===== config.mk =====
export PLATFORM = sky130hd
export DESIGN_NAME = mem_arbiter
export DESIGN_NICKNAME = d
export VERILOG_FILES = /design/src/rtl/cpu_types_pkg.sv /design/src/rtl/mem_arbiter.sv
export SDC_FILE = /design/constraint.sdc
export NUM_CORES = 1
export LEC_CHECK = 0
export ABC_AREA = 1
export BUFFER_PORTS_ARGS = -buffer_cell sky130_fd_sc_hd__buf_4
export CORE_MARGIN = 2
export CORE_UTILIZATION = 25
export CTS_CLUSTER_SIZE = 12
export DETAILED_ROUTE_END_ITERATION = 12
export GPL_TIMING_DRIVEN = 0
export PLACE_DENSITY = 0.58
export SYNTH_ARGS = -nofsm -noshare
export SYNTH_HDL_FRONTEND = slang
export SYNTH_SLANG_ARGS = --single-unit

===== constraint.sdc =====
create_clock -name CLK -period 4.05 [get_ports CLK]
set_input_delay 0 -clock CLK [delete_from_list [all_inputs] [get_ports CLK]]
set_output_delay 0 -clock CLK [all_outputs]
set_load 0.1 [all_outputs]

===== src/rtl/cpu_types_pkg.sv =====
// Shared CPU types: RAM word, RAM handshake state and the memory arbiter FSM state.
// Latency: none (types only).
// Backpressure: none (types only).
package cpu_types_pkg;

   typedef logic [31:0] word_t;

   // RAM model handshake: FREE/BUSY mean "not done yet", ACCESS completes
   // the access this cycle, ERROR aborts it.
   typedef enum logic [1:0] {
      FREE   = 2'd0,
      BUSY   = 2'd1,
      ACCESS = 2'd2,
      ERROR  = 2'd3
   } ramstate_t;

   typedef enum logic [2:0] {
      IDLE  = 3'd0,
      IACC  = 3'd1,
      DACC  = 3'd2,
      IDONE = 3'd3,
      DDONE = 3'd4
   } arb_state_t;

endpackage


===== src/rtl/mem_arbiter.sv =====
// Shares one single-port RAM between instruction fetch and data access; data has
// priority, and a starvation counter forces a fetch grant after STARVE_MAX data grants.
// Latency: grant at the edge after the request, hit one edge after ACCESS.
// Backpressure: requesters hold their request until hit; FREE/BUSY extend the access.
//
// Ports:
//   CLK, nRST                   clock, synchronous active-low reset
//   iREN/iaddr -> iload/ihit    instruction fetch port
//   dREN/dWEN/daddr/dstore      data port request
//   dload/dhit                  data port response
//   ramREN/ramWEN/ramaddr/ramstore -> RAM,  ramload/ramstate <- RAM
module mem_arbiter
   import cpu_types_pkg::*;
#(
   parameter int STARVE_MAX = 4
) (
   input  logic      CLK,
   input  logic      nRST,
   input  logic      iREN,
   input  word_t     iaddr,
   output word_t     iload,
   output logic      ihit,
   input  logic      dREN,
   input  logic      dWEN,
   input  word_t     daddr,
   input  word_t     dstore,
   output word_t     dload,
   output logic      dhit,
   output logic      ramREN,
   output logic      ramWEN,
   output word_t     ramaddr,
   output word_t     ramstore,
   input  word_t     ramload,
   input  ramstate_t ramstate
);

   localparam int            CW      = $clog2(STARVE_MAX + 1);
   localparam logic [CW-1:0] CNT_MAX = CW'(STARVE_MAX);

   arb_state_t    state;
   arb_state_t    next_state;
   logic [CW-1:0] starve_cnt;
   logic          arb_ok;
   logic          data_req;
   logic          grant_d;
   logic          grant_i;

   // The DONE states arbitrate like IDLE so a pending request is granted two
   // cycles after the previous grant.
   always_comb begin
      arb_ok   = (state == IDLE) || (state == IDONE) || (state == DDONE);
      data_req = dREN | dWEN;
      grant_d  = arb_ok && data_req && ((starve_cnt != CNT_MAX) || !iREN);
      grant_i  = arb_ok && iREN && !grant_d;
   end

   always_comb begin
      next_state = state;
      case (state)
         IDLE, IDONE, DDONE: begin
            if (grant_d)      next_state = DACC;
            else if (grant_i) next_state = IACC;
            else              next_state = IDLE;
         end
         IACC: begin
            if (ramstate == ACCESS)     next_state = IDONE;
            else if (ramstate == ERROR) next_state = IDLE;
         end
         DACC: begin
            if (ramstate == ACCESS)     next_state = DDONE;
            else if (ramstate == ERROR) next_state = IDLE;
         end
         default: next_state = IDLE;
      endcase
   end

   always_ff @(posedge CLK) begin
      if (!nRST) begin
         state    <= IDLE;
         ramREN   <= 1'b0;
         ramWEN   <= 1'b0;
         ramaddr  <= '0;
         ramstore <= '0;
         iload    <= '0;
         dload    <= '0;
         ihit     <= 1'b0;
         dhit     <= 1'b0;
      end else begin
         state <= next_state;
         ihit  <= 1'b0;
         dhit  <= 1'b0;
         case (state)
            IDLE, IDONE, DDONE: begin
               ramREN <= 1'b0;
               ramWEN <= 1'b0;
               if (grant_d) begin
                  // dREN together with dWEN is a write.
                  ramaddr  <= daddr;
                  ramstore <= dstore;
                  ramWEN   <= dWEN;
                  ramREN   <= !dWEN;
               end else if (grant_i) begin
                  ramaddr <= iaddr;
                  ramREN  <= 1'b1;
               end
            end
            IACC: begin
               if (ramstate == ACCESS) begin
                  iload  <= ramload;
                  ihit   <= 1'b1;
                  ramREN <= 1'b0;
                  ramWEN <= 1'b0;
               end else if (ramstate == ERROR) begin
                  ramREN <= 1'b0;
                  ramWEN <= 1'b0;
               end
            end
            DACC: begin
               if (ramstate == ACCESS) begin
                  if (ramREN) dload <= ramload;
                  dhit   <= 1'b1;
                  ramREN <= 1'b0;
                  ramWEN <= 1'b0;
               end else if (ramstate == ERROR) begin
                  ramREN <= 1'b0;
                  ramWEN <= 1'b0;
               end
            end
            default: begin
               ramREN <= 1'b0;
               ramWEN <= 1'b0;
            end
         endcase
      end
   end

   // Counts data grants taken while a fetch was waiting; saturates at STARVE_MAX.
   always_ff @(posedge CLK) begin
      if (!nRST) begin
         starve_cnt <= '0;
      end else if (grant_i) begin
         starve_cnt <= '0;
      end else if (grant_d) begin
         if (!iREN)                        starve_cnt <= '0;
         else if (starve_cnt != CNT_MAX)   starve_cnt <= starve_cnt + 1'b1;
      end
   end

endmodule


==> key figures <==
Global route
  – First-pass GRT wire length: 33310 um
  – Vias in the first global route: between 6000 and 7000
  – Initial antenna violation count: 1
  – Gr usage total: 0.1757
  – Largest net degree at the start of global routing: 17
  – GRT overflow: 0

Worst setup path
  – R2r setup slk: 1.76 ns
  – Critical path fanouts, max: 10
  – Crit start category: flip-flop
  – WP data required: 4.33 ns
  – R2R cell count: 10
  – Critical path class: flip-flop to flip-flop
  – CP endpoint kind: flip-flop
  – Reg2Reg Launch Point: starve_cnt[0]
  – FF-to-FF End: ramaddr[24]
  – Worst EP arrival: between 2 and 3 ns

Power
  – Maximum VDD drop: ~0.28 mV
  – Total power: 4.479 mW
  – Net Sw Frac: 0.3724
  – Comb pwr share: 0.324
  – Leak Pwr: 4.825 nW
  – PD cells: 457.6 nW/um^2
  – Clock Power Share: 0.340
  – Seq pwr share: 0.336
  – P_int: about 2.8 mW
  – Switching pwr: approximately 1.7 mW

Place
  – Port Buffer Count: 266
  – HPWL after DPL: 14710 um
  – GP Congestion: 0.8204
  – Placed instance area: 7898 um^2

Routing
  – Total routed wirelength: 20920 um
  – Avg WL per Cell: 14.21 um
  – TritonRoute pass-1 iters: 5
  – First DRT Iteration DRCs: 280
  – DR DRC count: 0
  – Final ANT Viol Nets: 0
  – Via count: 6470
  – Via/cell ratio: 4.395

Synthesis
  – Netlist cell types: 23
  – Synth warn: 0
  – Post-synth net total: 899
  – Seq/Total Area, Yosys: 0.4977
  – Synthesized area: 5550 um^2
  – Synth Instances: 762
  – Syn Area/Cell: 7.284 um^2
  – FF+latch count, synth: 138

CTS
  – Inserted Clock Buffers: 17
  – H-Tree Depth: 4
  – CTS tree: yes
  – Worst-skew pair later-pin latency: 0.42 ns
  – Clock sink total: 138
  – Clk root buf: clkbuf_16
  – Clock Tree Buf Depth: 2
  – Post-CTS sizing: 0
  – Clk slew on worst S/H paths: 0.06 ns

Min path
  – Worst hold endpoint: ramaddr[1]
  – Hold Path Stages: 5
  – Start point of the worst min-delay path: daddr[1]
  – Worst Hold Class: primary input to flip-flop

STA
  – Final Skew: 0.01193 ns
  – Setup violations, final: 0
  – Period minus WS final: 2.287 ns
  – RSZ-0062 raised after global routing: no
  – Max_slew headroom: 0.6123
  – Fin Setup TNS: 0 ns
  – Fin crit share: 0.5648
  – Final Hold Fails: 0
  – Highest clock rate: 0.4372 GHz
  – Slew @ Worst Pin: around 0.58 ns
  – Slew Limit Fails: 0

Die
  – IO Pins: 267
  – Die height: between 150 and 200 um
  – # rows: 54
  – Die Wd: roughly 150 um
  – Core footprint: 21820 um^2
  – Initial core utilization: 0.2543
  – Die area: 23410 um^2

Finish
  – Final Cell Area: 9787 um^2
  – Fill count: approximately 2200
  – Layout cells sized above 1: 0.2821
  – Syn-to-layout area delta: 76.33%
  – Layout Nets: between 1000 and 1500

Status
  – Outcome: completed

Job
  – Max Cap Viol: 0
how the worst max path moves through the flow:
stage / startpoint / endpoint / slack [ns] / cells past startpoint
after CTS: starve_cnt[0] / ramaddr[15] / 1.74 / 10
after floorplan: ramREN / dload[0] / 2.14 / 6
final: starve_cnt[0] / ramaddr[24] / 1.76 / 10
after detailed placement: starve_cnt[0] / ramstore[30] / 2.28 / 10
after global routing: starve_cnt[0] / ramaddr[20] / 1.52 / 10
after global placement: starve_cnt[0] / ramaddr[15] / 2.30 / 9
cells in the mapped netlist:
master	n	area, um^2
a21oi_1	39	195.2
buf_1	2	7.510
buf_2	17	85.08
buf_4	7	52.55
buf_6	5	56.30
clkbuf_1	21	78.83
clkinv_1	1	3.750
dfxtp_1	138	2763
ha_1	2	25.02
inv_1	74	277.8
inv_2	4	15.01
nand2_1	43	161.4
nand2_2	3	18.77
nand2_4	1	11.26
nand3_1	102	510.5
nor2_1	200	750.7
nor2_2	1	6.260
nor2_4	1	11.26
nor3_1	3	15.01
nor3_4	1	16.27
o21ai_0	95	475.5
o21ai_1	1	5.000
xor2_1	1	8.760
cell usage in the layout (no fill, tap or decap), types with 3 or more instances in the layout:
cell type	n
nand2_1	43
a21oi_1	39
clkbuf_16	17
nand2_2	3
dfxtp_1	138
inv_2	4
buf_6	5
dlygate4sd3_1	131
nor2_1	200
clkbuf_1	23
nor3_1	3
clkinvlp_4	4
nand3_1	102
buf_2	17
buf_4	273
inv_1	74
clkbuf_8	4
o21ai_0	95
stage by stage:
stage	worst slack, ns	std cells	hold WS, ns	utilization
final	1.763	1472	0.02088	0.4485
after global routing	1.519	1472	0.01525	0.4485
after CTS	1.742	1471	0.00005260	0.4483
after detailed placement	2.280	1308	0.2403	0.3619
after global placement	2.302	1308	0.2328	0.3619
after floorplan	2.140	762	0.1349	-
area by class of cell:
cell class | count | area (um^2) | area share
clock inverters | 9 | 87.58 | 0.008949
diodes | 1 | 2.502 | 0.0002557
multi-input cells | 493 | 2211 | 0.2259
plain buffers | 52 | 280.3 | 0.02864
flip-flops and latches | 138 | 2763 | 0.2823
well taps | 280 | 350.3 | 0.03580
inverters | 79 | 296.5 | 0.03030
repair buffers | 397 | 3308 | 0.3380
clock buffers | 23 | 488.0 | 0.04986
flip-flops by register name, indices dropped and copies added (netlist names):
signal	cells
starve_cnt	3
ramWEN	1
ramREN	1
iload	32
ramaddr	32
ihit	1
dload	32
dhit	1
state	3
ramstore	32
critical path, stage by stage, from the launching register on:
cell           delay (ns)
dfxtp_1              0.35
inv_1                0.06
ha_1                 0.19
nand3_1              0.07
nand2_1              0.09
inv_2                0.14
clkbuf_1             0.35
nand3_1              0.15
nand3_1              0.12
dlygate4sd3_1        0.56
a21oi_1              0.06
power by group through the flow:
stage / Combinational, mW / Clock [mW] / Sequential, mW
2_1_floorplan: 0.283 / 0 / 2.19
3_3_place_gp: 1.30 / 0 / 1.53
3_5_place_dp: 1.30 / 0 / 1.53
4_1_cts: 1.45 / 1.57 / 1.50
5_1_grt: 1.53 / 1.63 / 1.52
6_report: 1.45 / 1.52 / 1.51
layer usage:
layer  GRT usage  wire length (um)
met5           0                 0
met4     0.05908               491
met3     0.06379              1688
met2      0.3007              9836
met1      0.2036              8904
cell families (layout without fill, tap and decap cells):
logic type	after synthesis	in the layout	share of synthesized area
adder cells (fa/ha/maj)	2	2	0.004508
XOR/XNOR	1	1	0.001578
flip-flops	138	138	0.4977
AND/OR/NAND/NOR	355	355	0.2705
other	0	1	0
AO/OA/AOI/OAI	135	135	0.1217
buffers and inverters	131	560	0.1039
what timing repair did:
item | in CTS | in global routing
buffers inserted | 0 | 0
setup endpoints to repair | 0 | 0
hold buffers | 131 | 0
hold endpoints to repair | 135 | 0
Power figures use the tool's default switching activity.
